$ cat config.mk
export PLATFORM = sky130hd
export DESIGN_NAME = adc_spi_sampler
export DESIGN_NICKNAME = d
export VERILOG_FILES = /design/src/rtl/adc_spi_sampler.sv
export SDC_FILE = /design/constraint.sdc
export NUM_CORES = 1
export LEC_CHECK = 0
export ABC_AREA = 1
export BUFFER_PORTS_ARGS = -buffer_cell sky130_fd_sc_hd__buf_2
export CORE_ASPECT_RATIO = 1.5
export CORE_UTILIZATION = 30
export DETAILED_ROUTE_END_ITERATION = 12
export GPL_ROUTABILITY_DRIVEN = 0
export SLEW_MARGIN = 10
export SYNTH_ARGS = -nofsm -noshare
export SYNTH_HDL_FRONTEND = slang
export SYNTH_SLANG_ARGS = --single-unit
$ cat constraint.sdc
create_clock -name clk -period 2.17 [get_ports clk]
set_input_delay 0.1085 -clock clk [delete_from_list [all_inputs] [get_ports clk]]
set_output_delay 0.1085 -clock clk [all_outputs]
set_load 0.02 [all_outputs]
$ cat src/rtl/adc_spi_sampler.sv
// Periodic SPI ADC sampler: frames a 16-clock read, keeps the low 12 bits and
// averages 2^AVG_LOG2 conversions before presenting them on adc_data.
module adc_spi_sampler #(
    parameter int unsigned CLK_DIV       = 4,
    parameter int unsigned SAMPLE_PERIOD = 1000,
    parameter int unsigned AVG_LOG2      = 2
) (
    input  logic        clk,
    input  logic        reset,
    input  logic        enable,
    input  logic        adc_miso,
    output logic        adc_cs_n,
    output logic        adc_sclk,
    output logic [11:0] adc_data,
    output logic        adc_data_valid,
    output logic        busy,
    output logic        overrun
);

    localparam int unsigned DivW  = $clog2(CLK_DIV);
    localparam int unsigned TickW = $clog2(SAMPLE_PERIOD);
    localparam int unsigned AccW  = 12 + AVG_LOG2;
    localparam int unsigned CntW  = AVG_LOG2 + 1;

    typedef enum logic [2:0] {
        StIdle,
        StCsSetup,
        StShift,
        StCsHold,
        StUpdate
    } state_e;

    state_e            state_q, state_d;
    logic [TickW-1:0]  tick_cnt_q, tick_cnt_d;
    logic [DivW-1:0]   div_q, div_d;
    logic [4:0]        half_q, half_d;
    logic [11:0]       shift_q, shift_d;
    logic [AccW-1:0]   acc_q, acc_d;
    logic [CntW-1:0]   cnt_q, cnt_d;
    logic [11:0]       data_q, data_d;

    logic              tick;
    logic              div_last;
    logic              cnt_last;
    logic [AccW-1:0]   acc_sum;
    logic [11:0]       avg;

    assign tick     = enable && (tick_cnt_q == TickW'(SAMPLE_PERIOD - 1));
    assign div_last = (div_q == DivW'(CLK_DIV - 1));
    assign cnt_last = (cnt_q == CntW'((1 << AVG_LOG2) - 1));
    assign acc_sum  = acc_q + AccW'(shift_q);
    assign avg      = 12'(acc_sum >> AVG_LOG2);

    always_comb begin
        tick_cnt_d = tick_cnt_q + TickW'(1);
        if (!enable || tick) begin
            tick_cnt_d = '0;
        end
    end

    always_comb begin
        state_d = state_q;
        div_d   = div_last ? '0 : div_q + DivW'(1);
        half_d  = half_q;
        shift_d = shift_q;
        acc_d   = acc_q;
        cnt_d   = cnt_q;
        data_d  = data_q;
        unique case (state_q)
            StIdle: begin
                div_d  = '0;
                half_d = '0;
                if (tick) begin
                    state_d = StCsSetup;
                end else if (!enable) begin
                    acc_d = '0;
                    cnt_d = '0;
                end
            end
            StCsSetup: begin
                if (div_last) state_d = StShift;
            end
            StShift: begin
                if (div_last) begin
                    half_d = half_q + 5'd1;
                    // Capture on the edge that raises SCLK; older bits fall off the top.
                    if (!half_q[0]) shift_d = {shift_q[10:0], adc_miso};
                    if (half_q == 5'd31) state_d = StCsHold;
                end
            end
            StCsHold: begin
                if (div_last) state_d = StUpdate;
            end
            StUpdate: begin
                state_d = StIdle;
                if (cnt_last) begin
                    data_d = avg;
                    acc_d  = '0;
                    cnt_d  = '0;
                end else begin
                    acc_d = acc_sum;
                    cnt_d = cnt_q + CntW'(1);
                end
            end
            default: state_d = StIdle;
        endcase
    end

    always_ff @(posedge clk or negedge reset) begin
        if (!reset) begin
            state_q    <= StIdle;
            tick_cnt_q <= '0;
            div_q      <= '0;
            half_q     <= '0;
            shift_q    <= '0;
            acc_q      <= '0;
            cnt_q      <= '0;
            data_q     <= '0;
        end else begin
            state_q    <= state_d;
            tick_cnt_q <= tick_cnt_d;
            div_q      <= div_d;
            half_q     <= half_d;
            shift_q    <= shift_d;
            acc_q      <= acc_d;
            cnt_q      <= cnt_d;
            data_q     <= data_d;
        end
    end

    // The new average is presented during the valid cycle itself, then held.
    assign adc_data_valid = (state_q == StUpdate) && cnt_last;
    assign adc_data       = adc_data_valid ? avg : data_q;
    assign adc_cs_n       = !((state_q == StCsSetup) || (state_q == StShift));
    assign adc_sclk       = (state_q == StShift) && half_q[0];
    assign busy           = (state_q != StIdle);
    assign overrun        = tick && busy;

endmodule

After elaboration in Yosys (flattened, before gate mapping)
Index checks and enable logic that the tools add are counted.

storage, ports and cells
  register bits = 61
  input port bits = 4
  output and inout bits = 17
  logic and storage cells = 66

operators by class
  add/subtract/negate cells = 5
  eq/ne operators = 15
  multiplexer cells = 20
  bitwise logic cells = 1
  reductions and logical operators = 17

operators with widths
  cell                     count
  $mux W14                 3
  $pmux W14 S2             1
  $mux W3                  8
  $add A14 B12 Y14         1
  $ne A2 B2 Y1 const B     7
  $mux W12                 1
  $pmux W3 S4              1
  $add A10 B1 Y10 const B  1
  $eq A10 B10 Y1 const B   1
  $mux W10                 1
  $pmux W5 S2              1
  $eq A3 B2 Y1 const B     3
  $pmux W3 S2              1
  $reduce_and A3 Y1        2
  $add A5 B1 Y5 const B    1
  $eq A5 B5 Y1 const B     1
  $mux W5                  1
  $reduce_and A5 Y1        1
  $logic_and A1 B1 Y1      4
  $mux W2                  2
  $reduce_and A2 Y1        2
  $reduce_bool A2 Y1       2
  $add A3 B1 Y3 const B    1
  $eq A3 B1 Y1 const B     1
  8 further kinds          10

Longest topological paths before layout
Gate-level depths: netlist of run 1.

  word-level depth = 4
  mapped depth = 11
  depth with buffers taken out = 11

Least setup slack after synthesis of run 1
Ideal clock, no wire load.

  path type = flip-flop to flip-flop
  start = register shift_q[0]
  end = register data_q[2]
  library setup time = 0.186 ns
  arrival time = 1.868 ns
  path slack = 0.116 ns
  stages on the path, launching flop included = 7
  path buffers = 0
  clock period less this slack = 2.054 ns
  cells stage by stage = dfrtp_1 > ha_1 > fa_1 > nand3_1 > nand2_1 > xnor2_1 > o21ai_0

on the way
  word-level cells in the longest chain between the ends = 1

RTL lines
  item                    line  text
  from (decl)             37    logic [11:0] shift_q, shift_d;
  from (signal assigned)  124   shift_q <= shift_d;
  $add A14 B12 Y14        51    assign acc_sum = acc_q + AccW'(shift_q);
  to (signal assigned)    127   data_q <= data_d;
  to (decl)               40    logic [11:0] data_q, data_d;

Every way passes these cells.
A chain may end at the register's enable or synchronous reset.

Worst setup path after layout of run 1
  start = register shift_q[2]
  end = output port adc_data[3]

on the way
  word-level cells in the longest chain between the ends = 2

RTL lines
  item              line  text
  $add A14 B12 Y14  51
  $mux W12          133   assign adc_data = adc_data_valid ? avg : data_q;
  to (decl)         14    output logic [11:0] adc_data,

Every way passes these cells.

==> summary.md, run 1 <==
| Metric | Value |
|---|---|
| Logic pwr share | `1.9%` |
| Most common cell after layout, fill and taps aside | `nand2_1` |
| Buffers on Ports | `20` |
| Final setup violation count | `0` |
| Int Power | `2.14 mW` |
| Sw Pwr | `0.542 mW` |
| Min cycle time layout | `2.15 ns` |
| Setup TNS Final | `0 ns` |
| PD cells | `619 nW/um^2` |
| Initial core utilization | `31.1%` |
| Synth Register Bits | `61` |
| Die footprint | `11500 um^2` |
| Synthesized area | `3320 um^2` |
| FMAX | `0.465 GHz` |
| Layout cells sized above 1 | `29.6%` |
| R2R cell count | `9` |
| Avg WL per Cell | `12.9 um` |
| RSZ-0062 raised after global routing | `true` |
| Worst Path Required | `2.06 ns` |
| Hold path depth | `2` |
| Largest net degree at the start of global routing | `36` |
| Tcrit/Tclk final | `99.2%` |
| Vias per cell | `4.62` |
| Switching Share | `20.2%` |
| Startpoint types | `flop` |
| Final Skew | `0.00724 ns` |
| Crit. End Element | `primary output` |
| Final core utilization | `40.7%` |
| Total track usage | `14.0%` |
| CP max FO | `6` |
| Multi-input gate area | `1830 um^2` |
| Num ports | `21` |
| WL final | `7510 um` |
| Pleak | `2.16 nW` |
| Net Count, Synth | `412` |
| Max-slew headroom | `56.4%` |
| VDD IR max | `0.436 mV` |
| Clk_lat worst skew | `0.33 ns` |
| Status | `completed` |
| Worst hold path class | `in2reg` |
| Synth Instances | `390` |
| 1st-pass router iterations | `7` |
| Final hold violation count | `0` |
| Root buffer cell | `clkbuf_16` |
| Die height | `131 um` |
| Min-delay src | `adc_miso` |
| Syn_area_per_cell | `8.50 um^2` |
| Filler cell count | `1036` |
| CTS sink cnt | `61` |
| Flop pwr share | `42.8%` |
| Initial antenna violation count | `0` |
| Distinct cells, synth | `32` |
| H-Tree Level Count | `3` |
| Post-synthesis sequential area ratio | `46.0%` |
| Bufs on Longest Clock Path | `2` |
| Worst-margin pin slew | `0.654 ns` |
| Area grow syn2layout | `30.7%` |
| Die width | `87.8 um` |
| Ys Warns | `0` |
| DRC errors left | `0` |
| Number of global-route vias before repair | `2636` |
| Clock share of power | `55.3%` |
| Initial DRC Count | `173` |
| Vias | `2692` |
| Worst R2R Setup Slack | `0.47 ns` |
| Remaining antenna violation count | `0` |
| MaxCap Viol Count | `0` |
| Worst reg2reg path startpoint | `shift_q[0]` |
| Arrival time worst endpoint | `2.04 ns` |
| Rows | `46` |
| CTS tree | `yes` |
| Nets@finish | `456` |
| Hold endpoint | `shift_q[0]` |
| Grt ovf | `0` |
| Placed wire-length estimate | `5120 um` |
| Sequential cell area | `1540 um^2` |
| CTS clk-pin slew, worst paths | `0.05 ns` |
| Critical path type | `reg2out` |
| Inserted Diodes | `0` |
| Worst flop-to-flop path endpoint | `acc_q[8]` |
| Total core area | `10600 um^2` |
| First-pass GRT wire length | `12300 um` |
| Total CTS buffers | `9` |
| Max-slew violations | `0` |
| Most frequent cells in the layout | `nand2_1, dfrtp_1, inv_1` |
## kinds of logic after synthesis
kind of cell	share of synthesized area, %
and+or+nand+nor	26.9
DFF	46.0
buffers and inverters	6.91
AOI/OAI and AO/OA	6.49
adders and majority gates	7.02
muxes	5.09
xor gates and xnor gates	1.58
## power groups by stage
stage                     clock, mW  combinational, mW  sequential [mW]
after floorplan                   0             0.0164             1.17
after global placement            0             0.0495             1.17
after global routing           1.56             0.0607             1.15
after detailed placement          0             0.0511             1.17
final                          1.48             0.0517             1.15
after CTS                      1.50             0.0545             1.15
## flip-flops by register name, summed over array words and instances (netlist names)
| register | flops |
|---|---|
| state_q | 3 |
| tick_cnt_q | 10 |
| acc_q | 14 |
| data_q | 12 |
| half_q | 5 |
| div_q | 2 |
| cnt_q | 3 |
| shift_q | 12 |
## worst max path at each step
stage / start / to / slack, ns / depth (start not counted)
2_1_floorplan: shift_q[0] / data_q[2] / 0.12 / 6
3_3_place_gp: shift_q[0] / adc_data[4] / 0.12 / 10
3_5_place_dp: shift_q[0] / adc_data[4] / 0.11 / 10
4_1_cts: acc_q[0] / adc_data[4] / -0.01 / 10
5_1_grt: acc_q[4] / adc_data[3] / -0.07 / 9
6_report: shift_q[2] / adc_data[3] / 0.02 / 9
## layer usage
metal | share of wire [%] | GRT usage (%) | wire (um) | vias up
met5 | 0 | 0 | 0 | -
met4 | 2.2 | 5.79 | 164 | 0
met3 | 3.4 | 4.08 | 254 | 16
met2 | 52 | 24.0 | 3930 | 49
met1 | 42 | 16.1 | 3160 | 1282
li1 | - | - | - | 1345
## cell usage after synthesis, drive strengths merged
master,n,area share [%]
and2,1,0.19
fa,1,0.60
nor3b,2,0.45
xor2,2,0.53
o21a,1,0.23
nor2,34,4.5
o211ai,1,0.23
a21oi,13,2.3
ha,17,6.4
dfrtp,61,46
xnor2,4,1.1
nand3,33,5.4
inv,49,5.5
mux2,12,5.1
o21bai,2,0.45
nor3,9,1.5
nand4,4,0.75
o21ai,13,2.0
a22o,5,1.3
or2,3,0.57
buf,5,1.4
nand2,118,14
## critical path, cell delays in order (launching register included)
cell	delay, ns
dfrtp_2	0.44
ha_4	0.28
nand2_1	0.10
nand2_1	0.06
nand2_1	0.08
nand3_2	0.13
or2_2	0.31
nand3_1	0.10
nand2_1	0.07
buf_2	0.16
## stage by stage
stage	std cells	cell area, um^2	power (mW)	setup slack (ns)	hold slack [ns]
6_report	583	4330	2.68	0.0180	0.0349
5_1_grt	583	4330	2.76	-0.0711	0.0432
4_1_cts	573	4110	2.71	-0.00975	0.0310
3_5_place_dp	553	3590	1.22	0.111	0.157
3_3_place_gp	553	3590	1.22	0.117	0.153
2_1_floorplan	390	3320	1.18	0.116	-0.187
## final cells by class
type / instances / share of cell area, %
Timing Repair Buffer: 38 / 6.67
Clock buffer: 13 / 6.24
Sequential cell: 61 / 35.4
Inverter: 49 / 4.24
Clock inverter: 3 / 0.982
Multi-Input combinational cell: 275 / 42.3
Tap cell: 144 / 4.16
## what timing repair did
action | in CTS | in global routing
buffers inserted | 3 | 10
pin swaps | 5 | 15
endpoints found under the hold margin | 26 | 0
hold buffers | 1 | 0
gates cloned | 0 | 0
endpoints found under the setup margin | 11 | 12
resized for setup | 26 | 49
Power figures use the tool's default switching activity.
==> run 2: changes to the inputs <==
--- a/config.mk
+++ b/config.mk
@@ -5,12 +5,12 @@
 export SDC_FILE = /design/constraint.sdc
 export NUM_CORES = 1
 export LEC_CHECK = 0
-export ABC_AREA = 1
 export BUFFER_PORTS_ARGS = -buffer_cell sky130_fd_sc_hd__buf_2
 export CORE_ASPECT_RATIO = 1.5
 export CORE_UTILIZATION = 30
 export DETAILED_ROUTE_END_ITERATION = 12
 export GPL_ROUTABILITY_DRIVEN = 0
+export HOLD_SLACK_MARGIN = 0.12
 export SLEW_MARGIN = 10
 export SYNTH_ARGS = -nofsm -noshare
 export SYNTH_HDL_FRONTEND = slang
==> summary.md, run 2 <==
| Metric | Value |
|---|---|
| Status | `finished with violations` |
| Failing checks | `setup timing` |
| VDD IR max | `0.361 mV` |
| Critical path type | `reg2out` |
| Synthesized area | `3140 um^2` |
| Synth Instances | `287` |
| Final hold violation count | `0` |
| Most common cell after layout, fill and taps aside | `dfrtp_1` |
| Layout cells sized above 1 | `34.9%` |
| Bufs on Longest Clock Path | `2` |
| Worst Path Required | `2.06 ns` |
| Dpl cell area | `3600 um^2` |
| Tcrit/Tclk final | `121%` |
| Pleak | `2.09 nW` |
| Top flop regs | `acc_q x14, data_q x12, shift_q x12` |
| FMAX | `0.380 GHz` |
| Inserted Diodes | `0` |
| CTS sink cnt | `61` |
| Most frequent cells in the layout | `dfrtp_1, buf_4, nand2_1` |
| 1st-pass router iterations | `4` |
| DRC errors left | `0` |
| RSZ-0062 raised after global routing | `true` |
| Final Non-Filler Cells | `464` |
| Main synth FF type | `dfrtp_1` |
| Grt ovf | `0` |
| Arrival time worst endpoint | `2.53 ns` |
| Nets@finish | `365` |
| Initial core utilization | `31.0%` |
| Ys async rst share | `100%` |
| Max-slew violations | `0` |
| Die width | `85.5 um` |
| Number of global-route vias before repair | `2578` |
| WL final | `7000 um` |
| Largest cells by area after synthesis | `dfrtp_1, mux2_2, ha_1` |
| Final setup violation count | `12` |
| Distinct cells, synth | `47` |
| Final core utilization | `42.0%` |
| Ys Warns | `0` |
| Clk_lat worst skew | `0.33 ns` |
| CTS clk-pin slew, worst paths | `0.05 ns` |
| Worst-margin pin slew | `0.563 ns` |
| First-pass GRT wire length | `12100 um` |
| Number of synthesized flops with an enable pin | `0` |
| Syn_area_per_cell | `10.9 um^2` |
| Final setup margin | `-0.464 ns` |
| Max-slew headroom | `62.5%` |
| Vias | `2427` |
| Worst slack, placed | `-0.191 ns` |
| Total core area | `10100 um^2` |
| Synth Register Bits | `61` |
| Finished Cell Area | `4260 um^2` |
| Remaining antenna violation count | `0` |
| Die height | `127 um` |
| Largest Register | `acc_q` |
| MaxCap Viol Count | `0` |
| Root buffer cell | `clkbuf_16` |
| Count leader, synth | `dfrtp_1` |
| Hold slack | `0.302 ns` |
| Num ports | `21` |
| Largest net degree at the start of global routing | `27` |
| CP max FO | `4` |
| Die footprint | `10900 um^2` |
| Post-synth top cells | `dfrtp_1, nand2_1, mux2_2, o21ai_0, nor2_1` |
| Startpoint types | `flop` |
| Worst hold path class | `in2async` |
| Rows | `45` |
| Net Count, Synth | `309` |
| Placed wire-length estimate | `4690 um` |
| Setup TNS Final | `-2.77 ns` |
| Avg WL per Cell | `15.1 um` |
| H-Tree Level Count | `3` |
| Post-synthesis sequential area ratio | `48.6%` |
| Area grow syn2layout | `35.7%` |
| Initial antenna violation count | `0` |
| Top-area cell type share of the netlist area | `48.6%` |
| Total track usage | `14.4%` |
| Crit. End Element | `primary output` |
| DP Cell Count | `441` |
| Initial DRC Count | `156` |
| Filler cell count | `940` |
| Total chip power | `2.73 mW` |
| Vias per cell | `5.23` |
| Final Skew | `0.00563 ns` |
| Max reg flops | `14` |
| Total CTS buffers | `9` |
| Buffers on Ports | `20` |
| Min cycle time layout | `2.63 ns` |
| CTS tree | `yes` |
| PD cells | `641 nW/um^2` |
| Cell accounting for the most synthesized area | `dfrtp_1` |
==> run 2: power breakdown <==
group | switching [mW] | total, mW | internal, mW
Sequential | 0.00392 | 1.15 | 1.14
Clock | 0.505 | 1.53 | 1.02
Combinational | 0.0372 | 0.0565 | 0.0193
Total | 0.546 | 2.73 | 2.19
==> run 2: worst max-delay path: stages, from the launching register on <==
cell and delay (ns):
dfrtp_1 0.38, ha_2 0.20, fa_2 0.34, a21o_1 0.20, a221oi_4 0.24, buf_6 0.16
o21bai_1 0.09, xor2_1 0.16, mux2_4 0.28, buf_6 0.13
==> run 2: final timing paths <==
path                                      end  cells after the start  slack, ns  startpoint
worst max-delay path              adc_data[6]                      9      -0.46    acc_q[0]
worst min-delay path            tick_cnt_q[9]                      2       0.30       reset
worst max register to register       acc_q[8]                      9      -0.05    acc_q[0]
worst min register to register       div_q[0]                      1       0.44    div_q[0]
max in group asynchronous            acc_q[1]                      3       1.26       reset
min in group clk                     div_q[0]                      1       0.44    div_q[0]
==> run 2: cell type report <==
cell class	instances	area, um^2	area share [%]
multi-input cells	207	1790	42.1
flip-flops and latches	61	1530	35.8
repair buffers	55	443	10.4
clock buffers	10	239	5.61
well taps	117	146	3.44
clock inverters	5	75.1	1.76
inverters	9	38.8	0.910
==> run 2: logic make-up (layout without fill, tap and decap cells) <==
family                     after synthesis  after routing  synth area share [%]
xor gates and xnor gates                19             19                  5.30
DFF                                     61             61                  48.6
AOI/OAI and AO/OA                       68             68                  15.9
adders and majority gates               18             18                  7.41
and+or+nand+nor                         82             82                  13.2
buffers and inverters                   19             79                  2.39
muxes                                   20             20                  7.13
==> run 2: what timing repair did <==
action | CTS | global route
hold buffers | 3 | 0
pin swaps | 5 | 9
gates resized for setup | 27 | 32
endpoints found under the hold margin | 26 | 0
buffers inserted | 4 | 2
setup endpoints to repair | 16 | 22
==> run 2: routing by layer <==
layer	track usage, %	part of all wire (%)	up-vias
li1	-	-	1159
met1	16.5	43	1203
met2	24.2	51	41
met3	2.71	2.7	24
met4	9.31	3.6	0
met5	0	0	-
==> run 3: changes to the inputs <==
--- a/config.mk
+++ b/config.mk
@@ -11,6 +11,7 @@
 export DETAILED_ROUTE_END_ITERATION = 12
 export GPL_ROUTABILITY_DRIVEN = 0
 export HOLD_SLACK_MARGIN = 0.12
+export MAX_ROUTING_LAYER = met4
 export SLEW_MARGIN = 10
 export SYNTH_ARGS = -nofsm -noshare
 export SYNTH_HDL_FRONTEND = slang
==> summary.md, run 3 (same netlist as run 2, synthesis figures left out) <==
| Metric | Value |
|---|---|
| Status | `finished with violations` |
| Pleak | `2.09 nW` |
| Grt ovf | `0` |
| RSZ-0062 raised after global routing | `true` |
| Sequential cell area | `1530 um^2` |
| Nets@finish | `365` |
| CTS tree | `yes` |
| Worst hold path class | `in2async` |
| DRC errors left | `0` |
| CTS clk-pin slew, worst paths | `0.05 ns` |
| Finished Cell Area | `4260 um^2` |
| Setup TNS Final | `-2.80 ns` |
| Placed wire-length estimate | `4690 um` |
| Max-slew violations | `0` |
| Rows | `45` |
| VDD IR max | `0.365 mV` |
| Vias | `2414` |
| Multi-input gate area | `1790 um^2` |
| Max-slew headroom | `62.8%` |
| Final hold violation count | `0` |
| Root buffer cell | `clkbuf_16` |
| Largest net degree at the start of global routing | `27` |
| Layout cells sized above 1 | `34.9%` |
| Arrival time worst endpoint | `2.53 ns` |
| Inserted Diodes | `0` |
| CP max FO | `4` |
| Tcrit/Tclk final | `122%` |
| Total chip power | `2.73 mW` |
| First-pass GRT wire length | `12100 um` |
| Initial DRC Count | `143` |
| Max reg flops | `14` |
| Startpoint types | `flop` |
| Num ports | `21` |
| Failing checks | `setup timing` |
| Worst slack, placed | `-0.191 ns` |
| Die width | `85.5 um` |
| Total CTS buffers | `9` |
| Final Skew | `0.00592 ns` |
| H-Tree Level Count | `3` |
| PD cells | `642 nW/um^2` |
| Worst Path Required | `2.06 ns` |
| Area grow syn2layout | `35.7%` |
| Avg WL per Cell | `15.1 um` |
| Filler cell count | `940` |
| Total track usage | `14.8%` |
| WL final | `7010 um` |
| Most common cell after layout, fill and taps aside | `dfrtp_1` |
| Dpl cell area | `3600 um^2` |
| DP Cell Count | `441` |
| Clk_lat worst skew | `0.34 ns` |
| Bufs on Longest Clock Path | `2` |
| Vias per cell | `5.20` |
| MaxCap Viol Count | `0` |
| Final setup violation count | `12` |
| Total core area | `10100 um^2` |
| 1st-pass router iterations | `4` |
| Final setup margin | `-0.467 ns` |
| Remaining antenna violation count | `0` |
| Initial antenna violation count | `0` |
| Initial core utilization | `31.0%` |
| Critical path type | `reg2out` |
| Crit. End Element | `primary output` |
| Largest Register | `acc_q` |
| Most frequent cells in the layout | `dfrtp_1, buf_4, nand2_1` |
| Hold slack | `0.299 ns` |
| Worst-margin pin slew | `0.557 ns` |
| Die height | `127 um` |
| Final Non-Filler Cells | `464` |
| Buffers on Ports | `20` |
| Top flop regs | `acc_q x14, data_q x12, shift_q x12` |
| Min cycle time layout | `2.64 ns` |
| Die footprint | `10900 um^2` |
| Final core utilization | `42.0%` |
| CTS sink cnt | `61` |
| Number of global-route vias before repair | `2583` |
| FMAX | `0.379 GHz` |
run 3: repair_timing:
action / CTS / global route
hold buffers: 3 / 0
setup buffers: 4 / 2
resized for setup: 27 / 32
hold endpoints to repair: 26 / 0
pin swaps: 5 / 9
setup endpoints to repair: 16 / 22
run 3: where the power goes:
group | leakage (nW) | internal [mW] | switching (mW) | total [mW]
Sequential | 0.848 | 1.14 | 0.00385 | 1.15
Combinational | 1.08 | 0.0193 | 0.0370 | 0.0563
Clock | 0.158 | 1.02 | 0.507 | 1.53
Total | 2.09 | 2.19 | 0.548 | 2.73
run 3: worst paths after layout:
check,slack [ns],depth (start not counted),end,start
max,-0.47,9,adc_data[6],acc_q[0]
max reg2reg,-0.05,9,acc_q[8],acc_q[0]
min in group clk,0.44,1,div_q[0],div_q[0]
max in group asynchronous,1.27,3,acc_q[1],reset
min reg2reg,0.44,1,div_q[0],div_q[0]
min,0.30,2,tick_cnt_q[9],reset
run 3: final cells by class:
cell class,count,area share [%]
clock buffer,10,5.61
multi-input combinational,207,42.1
tap,117,3.44
clock inverter,5,1.76
sequential,61,35.8
timing repair buffer,55,10.4
inverter,9,0.910
run 3: worst max-delay path, cell delays in order, from the launching register on:
cell and delay, ns:
dfrtp_1 0.38, ha_2 0.20, fa_2 0.34, a21o_1 0.20, a221oi_4 0.24, buf_6 0.16, o21bai_1 0.09, xor2_1 0.16
mux2_4 0.28, buf_6 0.13
run 3: metal layers:
layer  global-route usage, %  routed length, um
met2                    24.2               3560
met1                    16.5               3030
met5                       -                  0
met3                    2.91                187
met4                    9.02                238
